**src/rtl/hcms_pkg.sv**
```systemverilog
// hcms_pkg
// Shared definitions for the HCMS-29xx display-link receiver:
//   - receiver state encoding
//   - register-select encodings and the control-word select bit
//   - control-word field positions (for consumers of o_ctrl0 / o_ctrl1)
//   - pin ordering used by the per-pin synchronizer array
//   - column-buffer depth derivation
package hcms_pkg;

    typedef enum logic [1:0] {
        ST_IDLE  = 2'd0,   // chip enable high, waiting for a window
        ST_SHIFT = 2'd1,   // chip enable low, assembling bytes
        ST_HOLD  = 2'd2    // display held in reset
    } rx_state_e;

    // Register select pin encodings
    localparam logic REGSEL_DATA = 1'b0;
    localparam logic REGSEL_CMD  = 1'b1;

    // Bit 7 of a control byte selects control word 0 or 1
    localparam int CTRL_SEL_BIT = 7;

    // Control word 0 fields
    localparam int CTRL0_BRIGHT_LSB = 0;
    localparam int CTRL0_BRIGHT_MSB = 3;
    localparam int CTRL0_PEAK_LSB   = 4;
    localparam int CTRL0_PEAK_MSB   = 5;
    localparam int CTRL0_SLEEP_BIT  = 6;
    // Control word 1 fields
    localparam int CTRL1_MODE_BIT   = 0;   // serial / simultaneous data-out mode

    // Index of each display pin inside the synchronizer array
    localparam int PIN_DATA   = 0;
    localparam int PIN_SCLK   = 1;
    localparam int PIN_REGSEL = 2;
    localparam int PIN_NCS    = 3;
    localparam int PIN_NRESET = 4;
    localparam int NUM_PINS   = 5;

    // Depth of the column (dot) buffer
    function automatic int num_cols(input int n_chars, input int n_cols_per_char);
        return n_chars * n_cols_per_char;
    endfunction

endpackage

```
**src/rtl/hcms_pin_sync.sv**
```systemverilog
// hcms_pin_sync
// Brings one asynchronous display pin into the i_CLK domain and produces a
// registered rising-edge strobe.
//   i_CLK    system clock
//   i_reset  synchronous active-high reset (chain loads RESET_VAL)
//   i_pin    raw asynchronous pin
//   o_level  synchronized pin level, delayed to line up with o_rise
//   o_rise   one-cycle strobe: synchronized pin went 0 -> 1
// Every pin goes through the same pipeline, so o_level of a data pin is
// cycle-aligned with o_rise of the clock pin.
module hcms_pin_sync #(
    parameter int   SYNC_STAGES = 2,
    parameter logic RESET_VAL   = 1'b0
) (
    input  logic i_CLK,
    input  logic i_reset,
    input  logic i_pin,
    output logic o_level,
    output logic o_rise
);

    logic [SYNC_STAGES-1:0] sync_reg;
    logic                   prev_reg;
    logic                   rise_reg;

    always_ff @(posedge i_CLK) begin
        if (i_reset) begin
            sync_reg <= {SYNC_STAGES{RESET_VAL}};
            prev_reg <= RESET_VAL;
            rise_reg <= 1'b0;
        end else begin
            sync_reg <= {sync_reg[SYNC_STAGES-2:0], i_pin};
            prev_reg <= sync_reg[SYNC_STAGES-1];
            rise_reg <= sync_reg[SYNC_STAGES-1] & ~prev_reg;
        end
    end

    assign o_level = prev_reg;
    assign o_rise  = rise_reg;

endmodule

```
**src/rtl/hcms_rx.sv**
```systemverilog
// hcms_rx
// Receive side of the HCMS-29xx serial display link. Samples the display pins,
// rebuilds bytes MSB-first and routes them to the column buffer (regsel = 0)
// or to the two control words (regsel = 1).
//   i_CLK, i_reset             system clock, synchronous active-high reset
//   i_hcms_*                   raw display pins (async to i_CLK)
//   o_col_valid/idx/data       pulse + column index + byte for each data write
//   o_frame_done               pulse with the write to the last column
//   o_ctrl0/o_ctrl1            latest control words, o_ctrl_valid pulses on update
//   o_err_partial              pulse when chip enable rose mid-byte
//   i_rd_idx/o_rd_data         buffer read port, one cycle latency
module hcms_rx
    import hcms_pkg::*;
#(
    parameter int N_CHARS         = 4,
    parameter int N_COLS_PER_CHAR = 5,
    parameter int SYNC_STAGES     = 2,
    localparam int NUM_COLS       = num_cols(N_CHARS, N_COLS_PER_CHAR),
    localparam int IDX_W          = $clog2(NUM_COLS)
) (
    input  logic             i_CLK,
    input  logic             i_reset,
    input  logic             i_hcms_data,
    input  logic             i_hcms_clock,
    input  logic             i_hcms_regsel,
    input  logic             i_hcms_ncs,
    input  logic             i_hcms_nreset,
    output logic             o_col_valid,
    output logic [IDX_W-1:0] o_col_idx,
    output logic [7:0]       o_col_data,
    output logic             o_frame_done,
    output logic [7:0]       o_ctrl0,
    output logic [7:0]       o_ctrl1,
    output logic             o_ctrl_valid,
    output logic             o_err_partial,
    input  logic [IDX_W-1:0] i_rd_idx,
    output logic [7:0]       o_rd_data
);

    localparam logic [IDX_W-1:0] LAST_COL = IDX_W'(NUM_COLS - 1);
    // Chip enable and display reset idle high so that leaving i_reset does
    // not look like a window opening or a display reset.
    localparam logic [NUM_PINS-1:0] PIN_RST_VAL = 5'b11000;

    // ------------------------------------------------------------------
    // Pin synchronizers
    // ------------------------------------------------------------------
    logic [NUM_PINS-1:0] pin_vec;
    logic [NUM_PINS-1:0] level_vec;
    logic [NUM_PINS-1:0] rise_vec;

    assign pin_vec = {i_hcms_nreset, i_hcms_ncs, i_hcms_regsel, i_hcms_clock, i_hcms_data};

    for (genvar gi = 0; gi < NUM_PINS; gi++) begin : g_sync
        hcms_pin_sync #(
            .SYNC_STAGES (SYNC_STAGES),
            .RESET_VAL   (PIN_RST_VAL[gi])
        ) u_sync (
            .i_CLK   (i_CLK),
            .i_reset (i_reset),
            .i_pin   (pin_vec[gi]),
            .o_level (level_vec[gi]),
            .o_rise  (rise_vec[gi])
        );
    end

    logic data_s, regsel_s, ncs_s, nreset_s, sclk_rise;
    assign data_s    = level_vec[PIN_DATA];
    assign regsel_s  = level_vec[PIN_REGSEL];
    assign ncs_s     = level_vec[PIN_NCS];
    assign nreset_s  = level_vec[PIN_NRESET];
    assign sclk_rise = rise_vec[PIN_SCLK];

    // Only the serial clock needs an edge strobe; state changes on the other
    // pins are level-driven.
    logic unused_rise;
    assign unused_rise = ^{rise_vec[PIN_NRESET], rise_vec[PIN_NCS],
                           rise_vec[PIN_REGSEL], rise_vec[PIN_DATA]};

    // ------------------------------------------------------------------
    // Byte assembly / routing FSM
    // ------------------------------------------------------------------
    rx_state_e        state_reg;
    logic [2:0]       bit_cnt_reg;
    logic [7:0]       shift_reg;
    logic [IDX_W-1:0] col_ptr_reg;
    logic             col_valid_reg, frame_done_reg, ctrl_valid_reg, err_partial_reg;
    logic [IDX_W-1:0] col_idx_reg;
    logic [7:0]       col_data_reg, ctrl0_reg, ctrl1_reg;

    logic [7:0] byte_next;
    logic       byte_done;
    logic       buf_wr_en;

    assign byte_next = {shift_reg[6:0], data_s};
    // Eighth bit edge inside an open window; a display reset in the same
    // cycle wins and the byte is dropped.
    assign byte_done = (state_reg == ST_SHIFT) && nreset_s && sclk_rise && (bit_cnt_reg == 3'd7);
    assign buf_wr_en = !i_reset && byte_done && (regsel_s == REGSEL_DATA);

    always_ff @(posedge i_CLK) begin
        if (i_reset) begin
            state_reg       <= ST_IDLE;
            bit_cnt_reg     <= 3'd0;
            shift_reg       <= 8'd0;
            col_ptr_reg     <= '0;
            col_valid_reg   <= 1'b0;
            col_idx_reg     <= '0;
            col_data_reg    <= 8'd0;
            frame_done_reg  <= 1'b0;
            ctrl0_reg       <= 8'd0;
            ctrl1_reg       <= 8'd0;
            ctrl_valid_reg  <= 1'b0;
            err_partial_reg <= 1'b0;
        end else begin
            col_valid_reg   <= 1'b0;
            frame_done_reg  <= 1'b0;
            ctrl_valid_reg  <= 1'b0;
            err_partial_reg <= 1'b0;

            if (!nreset_s) begin
                state_reg   <= ST_HOLD;
                bit_cnt_reg <= 3'd0;
                shift_reg   <= 8'd0;
                col_ptr_reg <= '0;
                ctrl0_reg   <= 8'd0;
                ctrl1_reg   <= 8'd0;
            end else begin
                case (state_reg)
                    ST_IDLE: begin
                        if (!ncs_s) begin
                            state_reg   <= ST_SHIFT;
                            bit_cnt_reg <= 3'd0;
                        end
                    end

                    ST_SHIFT: begin
                        if (sclk_rise) begin
                            shift_reg   <= byte_next;
                            bit_cnt_reg <= bit_cnt_reg + 3'd1;  // 7 -> 0 closes the byte
                        end
                        if (byte_done) begin
                            if (regsel_s == REGSEL_DATA) begin
                                col_valid_reg <= 1'b1;
                                col_idx_reg   <= col_ptr_reg;
                                col_data_reg  <= byte_next;
                                if (col_ptr_reg == LAST_COL) begin
                                    col_ptr_reg    <= '0;
                                    frame_done_reg <= 1'b1;
                                end else begin
                                    col_ptr_reg <= col_ptr_reg + IDX_W'(1);
                                end
                            end else begin
                                ctrl_valid_reg <= 1'b1;
                                if (byte_next[CTRL_SEL_BIT]) begin
                                    ctrl1_reg <= byte_next;
                                end else begin
                                    ctrl0_reg <= byte_next;
                                end
                            end
                        end
                        // Window closed: a byte finishing on this very edge
                        // still counts; anything else partial is dropped.
                        if (ncs_s) begin
                            state_reg   <= ST_IDLE;
                            bit_cnt_reg <= 3'd0;
                            shift_reg   <= 8'd0;
                            if ((bit_cnt_reg != 3'd0) && !byte_done) begin
                                err_partial_reg <= 1'b1;
                            end
                        end
                    end

                    ST_HOLD: begin
                        state_reg   <= ncs_s ? ST_IDLE : ST_SHIFT;
                        bit_cnt_reg <= 3'd0;
                    end

                    default: state_reg <= ST_IDLE;
                endcase
            end
        end
    end

    // ------------------------------------------------------------------
    // Column buffer: not cleared by either reset
    // ------------------------------------------------------------------
    logic [7:0] buf_mem [NUM_COLS];
    logic [7:0] rd_data_reg;

    always_ff @(posedge i_CLK) begin
        if (buf_wr_en) begin
            buf_mem[col_ptr_reg] <= byte_next;
        end
    end

    always_ff @(posedge i_CLK) begin
        if (i_reset) begin
            rd_data_reg <= 8'd0;
        end else if (i_rd_idx <= LAST_COL) begin
            rd_data_reg <= buf_mem[i_rd_idx];
        end else begin
            rd_data_reg <= 8'd0;
        end
    end

    assign o_col_valid   = col_valid_reg;
    assign o_col_idx     = col_idx_reg;
    assign o_col_data    = col_data_reg;
    assign o_frame_done  = frame_done_reg;
    assign o_ctrl0       = ctrl0_reg;
    assign o_ctrl1       = ctrl1_reg;
    assign o_ctrl_valid  = ctrl_valid_reg;
    assign o_err_partial = err_partial_reg;
    assign o_rd_data     = rd_data_reg;

endmodule
```
**config.mk**
```make
export PLATFORM = sky130hd
export DESIGN_NAME = hcms_rx
export DESIGN_NICKNAME = d
export VERILOG_FILES = /design/src/rtl/hcms_pkg.sv /design/src/rtl/hcms_pin_sync.sv /design/src/rtl/hcms_rx.sv
export SDC_FILE = /design/constraint.sdc
export NUM_CORES = 1
export LEC_CHECK = 0
export BUFFER_PORTS_ARGS = -buffer_cell sky130_fd_sc_hd__buf_2
export CAP_MARGIN = 20
export CORE_UTILIZATION = 59
export CTS_CLUSTER_SIZE = 8
export DETAILED_ROUTE_END_ITERATION = 12
export GPL_ROUTABILITY_DRIVEN = 0
export GPL_TIMING_DRIVEN = 0
export HOLD_SLACK_MARGIN = 0.15
export PLACE_DENSITY = 0.89
export SLEW_MARGIN = 20
export SYNTH_ARGS = -nofsm -noshare
export SYNTH_HDL_FRONTEND = slang
export SYNTH_SLANG_ARGS = --single-unit
```
**constraint.sdc**
```tcl
create_clock -name i_CLK -period 5.2 [get_ports i_CLK]
set_clock_uncertainty 0.05 [all_clocks]
set_input_delay 1.56 -clock i_CLK [delete_from_list [all_inputs] [get_ports i_CLK]]
set_output_delay 1.56 -clock i_CLK [all_outputs]
set_load 0.01 [all_outputs]
```
==> Word level (Yosys, flattened, before mapping) <==
Memories as Yosys holds them, arrays and structs flattened. A register that Yosys moved wholly into a read port is not among the register bits.
Cells that the tools add are included.
{ "word_totals": {"register_bits": 65, "ram_bits": 160, "in_bits": 12, "out_inout_bits": 41, "word_cells": 89, "memories": 1} }
{ "memory_table": {"columns": ["name", "words", "word_bits", "read_ports", "rd_ports_with_merged_regs", "wr", "line", "rtl"], "rows": [
  ["buf_mem", 20, 8, 1, 1, 1, "hcms_rx.sv:188", "logic [7:0] buf_mem [NUM_COLS];"]
]} }
{ "classes": {"add_sub_neg": 2, "n_lt_le_gt_ge": 1, "n_eq_ne": 9, "mux": 18, "bitwise": 9, "n_reduce_logical": 25} }
{ "op_table": {"columns": ["operator", "n"], "rows": [
  ["$mux W7", 2],
  ["$reduce_and A4 Y1", 3],
  ["$mux W3", 3],
  ["$pmux W3 S3", 1],
  ["$not A1 Y1", 8],
  ["$reduce_or A4 Y1", 2],
  ["$mux W1", 7],
  ["$logic_and A1 B1 Y1", 6],
  ["$mux W2", 3],
  ["$ne A3 B3 Y1 const B", 2],
  ["$pmux W2 S3", 1],
  ["$reduce_and A2 Y1", 3],
  ["$reduce_and A3 Y1", 2],
  ["$reduce_bool A3 Y1", 2],
  ["$add A5 B1 Y5 const B", 1],
  ["$eq A5 B5 Y1 const B", 1],
  ["$le A5 B5 Y1 const B", 1],
  ["$mux W5", 1],
  ["$reduce_or A5 Y1", 1],
  ["$reduce_or A2 Y1", 2],
  ["$add A3 B1 Y3 const B", 1],
  ["$eq A3 B3 Y1 const B", 1],
  ["$ne A3 B1 Y1 const B", 1],
  ["$eq A2 B1 Y1 const B", 1],
  ["7 further kinds", 8]
]} }

==> Logic depth before layout (Yosys ltp) <==
{ "depth": {"ltp_word": 8, "depth_mapped": 8, "mapped_depth_nobuf": 6} }

==> Cells and area by module <==
Synthesis repeated with hierarchy kept, for this count alone.
{ "hier_totals": {"hier_cells": 578, "hier_area_um2": 8997.4} }
{ "by_module_without_submodules": {"columns": ["mod", "n_inst", "cells_each", "area_each_um2", "seq_area_each_um2"], "rows": [
  ["hcms_rx", 1, 538, 8450.6, 5945.7],
  ["hcms_pin_sync at g_sync[0].u_sync ...", 3, 8, 111.4, 80.1],
  ["hcms_pin_sync at g_sync[3].u_sync ...", 2, 8, 106.4, 80.1]
]} }

==> Least setup slack after synthesis <==
No wires, ideal clock.
{ "synth_timing": {"kind": "input to register", "startpoint": "input port i_rd_idx[0]", "endpoint": "register rd_data_reg[1] (netlist: o_rd_data[1]), read port of buf_mem", "setup_ns": 0.145, "arrival_time_ns": 2.654, "required_ns": 5.005, "setup_slack_ns": 2.351, "stages": 5, "n_path_buf": 2, "cell_sequence": "buf_6 -> buf_6 -> mux4_1 -> a32oi_1 -> a221oi_2"} }
{ "synth_via": {"elab_chain_cells": 3} }
{ "synth_lines": {"columns": ["element", "line", "rtl"], "rows": [
  ["start, declared", "hcms_rx.sv:36", "input logic [IDX_W-1:0] i_rd_idx,"],
  ["$le A5 B5 Y1", "hcms_rx.sv:200", "end else if (i_rd_idx <= LAST_COL) begin"],
  ["$not A1 Y1 (no line)", null, null],
  ["$reduce_or A2 Y1 (no line)", null, null],
  ["end, declared", "hcms_rx.sv:189", "logic [7:0] rd_data_reg;"]
]} }
Several ways; a longest one is shown, not always the timed one.
A chain may end at the register's enable or synchronous reset.

==> Worst setup path after layout <==
{ "layout_timing": {"startpoint": "input port i_reset", "endpoint": "memory buf_mem[7][6] (enable)"} }
{ "layout_via": {"elab_chain_cells": 5} }
{ "layout_lines": {"columns": ["element", "line", "rtl"], "rows": [
  ["start, declared", "hcms_rx.sv:22", "input logic i_reset,"],
  ["$logic_not A1 Y1", "hcms_rx.sv:99", "assign buf_wr_en = !i_reset && byte_done && (regsel_s == REGSEL_DATA);"],
  ["$logic_and A1 B1 Y1 (2 in series)", "hcms_rx.sv:99", null],
  ["$mux W1", "hcms_rx.sv:192", "if (buf_wr_en) begin"],
  ["$mux W1 (implied by the code)", "hcms_rx.sv:193", "buf_mem[col_ptr_reg] <= byte_next;"],
  ["end, declared", "hcms_rx.sv:188", null]
]} }
Every way passes these cells.

==> results.md <==
- The via count of the first global-routing pass is 5421.
- The netlist area before placement is just under 9000 um^2.
- The count of maximum capacitance violations is 0.
- The count of state elements after synthesis is about 230.
- In the synthesized netlist the dominant register cell turns out to be sky130_fd_sc_hd__edfxtp_1.
- The count of nets left with antenna violations once routing finished came out at 0.
- The global-route wire length before repair is ~30000 um.
- The final setup slack of the worst path is between 2000 and 2500 ps.
- The reported leakage power is slightly below 4 nW.
- The number of pins with negative max-slew slack in the final report is 0.
- The per-instance average area after synthesis is 15.7 um^2.
- The initial antenna violation count is 0.
- In the layout the commonest cells are sky130_fd_sc_hd__edfxtp_1 (160), sky130_fd_sc_hd__dfxtp_1 (73), sky130_fd_sc_hd__buf_2 (59), sky130_fd_sc_hd__nor2_1 (52), sky130_fd_sc_hd__nand2_1 (45).
- The worst endpoint data arrival time is roughly 3100 ps.
- STA classifies the critical path startpoint as an input pin.
- Entering global routing, the biggest net connects 26 pins.
- The endpoint of the worst hold-timing path is g_sync[1].u_sync.o_rise$_SDFF_PP0_.
- The number of cells on the worst reg-to-reg path is 6.
- In this run the biggest area consumer among cell types represents between 50% and 60% of the synthesized area.
- On the worst path, the slowest cell contributes a delay of ~800 ps.
- Headroom to the max-slew limit came out at between 20% and 30%.
- The worst path uses between 50% and 60% of the clock period.
- At the pin with the least slew margin, the transition time is ~1100 ps.
- The largest total area in the synthesized netlist belongs to sky130_fd_sc_hd__edfxtp_1.
- In the synthesized netlist the async set-or-reset flop fraction comes to 0%.
- Hold repair after CTS inserted 0 buffers.
- Using the TritonRoute via totals, the vias-per-cell ratio works out to about 6.2.
- OpenSTA, run right after detailed placement, puts the worst setup slack at approximately 1700 ps.
- The net count of the finished layout is around 670.
- Once the floorplan was initialized, standard cells occupied between 60% and 70% of the core.
- The number of buffers and inverters on the critical path is 1.
- The area growth from synthesis to layout is 16.6%.
- The final setup violation count is 0.
- Setup repair after global routing left no endpoint under its margin.
- The count of cells resized by post-cts repair is 0.
- The final sum of negative setup slack is 0 ps.
- The fraction of layout cells with a size suffix above 1 is 21.8%.
- The die width is 125 um.
- The clock period minus final worst setup slack is ~3100 ps.
- No sink is reached through more buffers than the 3 on the longest clock path.
- The setup slack of the worst register-to-register path is about 2300 ps.
- Of all nets on the critical path, the largest fanout is 8.
- Dividing the detail-routed wire length by the instance count gives roughly 23 um.
- In the routed design, unresolved DRC markers number 8.
- The sort of element at the end of the critical path is a flip-flop.
- The cell area after placement is 9380 um^2.
- The final-layout fill cell count is between 800 and 900.
- After global routing the overflow that remains totals 0.
- The maximum clock rate is around 0.33 GHz.
- During synthesis, Yosys emitted a total of 0 warnings.
- The buffer count from post-CTS setup fixing is 0.
- Counting distinct cell types in the post-synthesis netlist gives between 50 and 60.
- From bottom edge to top edge, the die measures 125 um.
- The register with the most flip-flops in the layout has 160 of them.
- The slowest stage of the critical path is the sky130_fd_sc_hd__nor2_1 cell.
- The clock-pin slew of the registers on the worst-case setup and hold paths is 50 ps.
- The areal power density over the cells is 395 nW/um^2.
- After synthesis, the cell types taking the most area are sky130_fd_sc_hd__edfxtp_1 (54%), sky130_fd_sc_hd__dfxtp_1 (16%), sky130_fd_sc_hd__mux4_2 (5.3%), sky130_fd_sc_hd__mux2i_1 (3.6%), sky130_fd_sc_hd__mux4_1 (3.0%).
- The number of inserted diodes is 0.
- The worst register-to-register path ends at buf_mem[7][6]$_DFFE_PP_.
- Synthesis handed over a netlist of approximately 570 instances.
- The number of detailed-route iterations in the first pass is 9.
- At the end of the flow the core is filled with cells to a little under three quarters.
- The first-iteration detailed-routing DRC count is about 560.
- The startpoint of the worst register-to-register path is bit_cnt_reg[0]$_SDFFE_PP0P_.
- The category of the critical setup timing path is input pin to flip-flop.
- The library cell used most frequently in the layout, excluding fill and tap cells, is sky130_fd_sc_hd__edfxtp_1.
- The clock latency of the later-clocked register in the worst-skew pair is 500 ps.
- In this run the standard cell core region covers around 15000 um^2.
- The number of buffers added by the clock tree synthesis step is 35.
- The die covers roughly 16000 um^2.
- The overall track demand over capacity in global routing is between 20% and 30%.
- Pin placement for this block handled 53 I/O pins.
- The sequential cells in the finished layout cover a total of 6270 um^2.
- At the worst endpoint, the required time is 5270 ps.
- The floorplan has 44 rows.
- The half-perimeter wire length after placement is ~12000 um.
- The routed layout has between 5000 and 6000 vias.
- The launch point of the worst hold path is g_sync[1].u_sync.o_level$_SDFF_PP0_.
- For this design, the sink count on the clock tree is 233.
- The final reports fail on design-rule violations.
- The multi-input gate area in the final layout is between 2000 and 2500 um^2.
- The synthesized design contains 160 enable-type register cells.
- Input and output buffers added on the ports amount to between 40 and 50.
- The family with the most delay on the worst path is simple AND/OR/NAND/NOR gates.
- The post-route standard cell area excluding fillers is 10400 um^2.
- The maximum ir drop on the vdd rail is roughly 230 uV.
- For this run, the register share of the synthesized area comes to 70.4%.
- The number of nets in the synthesized netlist is a little under 600.
- TritonCTS built the clock tree.
- Counting instances, the worst hold path has a depth of 1.
- Traced cell by cell, the critical path runs through buf_2, nor3_2, nand2_1, nor2_1.
- The final wirelength is 19400 um.
- The run finished, with violations left.
- The number of hold violations in the final report is 0.
- The root buffer selected by CTS is sky130_fd_sc_hd__clkbuf_16.
- The min-delay analysis places its worst path in the category flip-flop to flip-flop.
- In this run the number of H-tree levels came out at 2.
[cells by family after synthesis]
group	share of synthesized area (%)
AND/OR/NAND/NOR	8.41
buffers and inverters	2.47
AO/OA/AOI/OAI	5.72
adder cells (fa/ha/maj)	0.984
flip-flops	70.4
other	0.0421
multiplexers	11.9
XOR/XNOR	0.0984
[cell type report]
class | count | area share [%]
tap | 184 | 2.22
timing repair buffer | 49 | 2.36
buffer | 35 | 1.87
multi-input combinational | 293 | 23.3
sequential | 233 | 60.4
inverter | 7 | 0.253
clock buffer | 53 | 9.30
clock inverter | 3 | 0.326
[power by group]
group          switching (mW)  total [mW]  internal, mW
clock                   0.760        2.03          1.27
sequential            0.00454        1.98          1.97
combinational          0.0557      0.0920        0.0363
[stage by stage]
stage               power [mW]  cells  hold slack, ps
floorplan                 2.07    568             317
global placement          2.10    801             325
detailed placement        2.10    801             330
CTS                       4.11    857             336
global route              4.21    857             357
finish                    4.10    857             334
[synthesized netlist by cell type (all sizes together), types with 8 or more instances]
cell type / instances
a21oi: 21
clkbuf: 16
nor2: 53
dfxtp: 73
mux4: 31
a211oi: 8
nand2: 45
or2: 9
buf: 19
a32oi: 9
mux2i: 32
edfxtp: 160
nor2b: 16
[worst max-delay path by stage]
| stage | from | end | cells after the start |
|---|---|---|---|
| final | i_reset | buf_mem[7][6]$_DFFE_PP_ | 4 |
| after global routing | i_reset | buf_mem[7][6]$_DFFE_PP_ | 4 |
| after CTS | i_reset | buf_mem[7][6]$_DFFE_PP_ | 4 |
| after detailed placement | i_reset | buf_mem[7][7]$_DFFE_PP_ | 4 |
| after global placement | i_reset | buf_mem[7][4]$_DFFE_PP_ | 4 |
| after floorplan | i_rd_idx[0] | o_rd_data[1]$_SDFF_PP0_ | 5 |
[layer usage]
layer	wire [um]	track usage, %	part of all wire, %
met3	1500	5.71	7.7
met1	7610	32.2	39
met4	853	12.6	4.4
met2	9390	43.1	49
met5	0	0	0
Note: power is estimated with default switching activity, not from simulation.
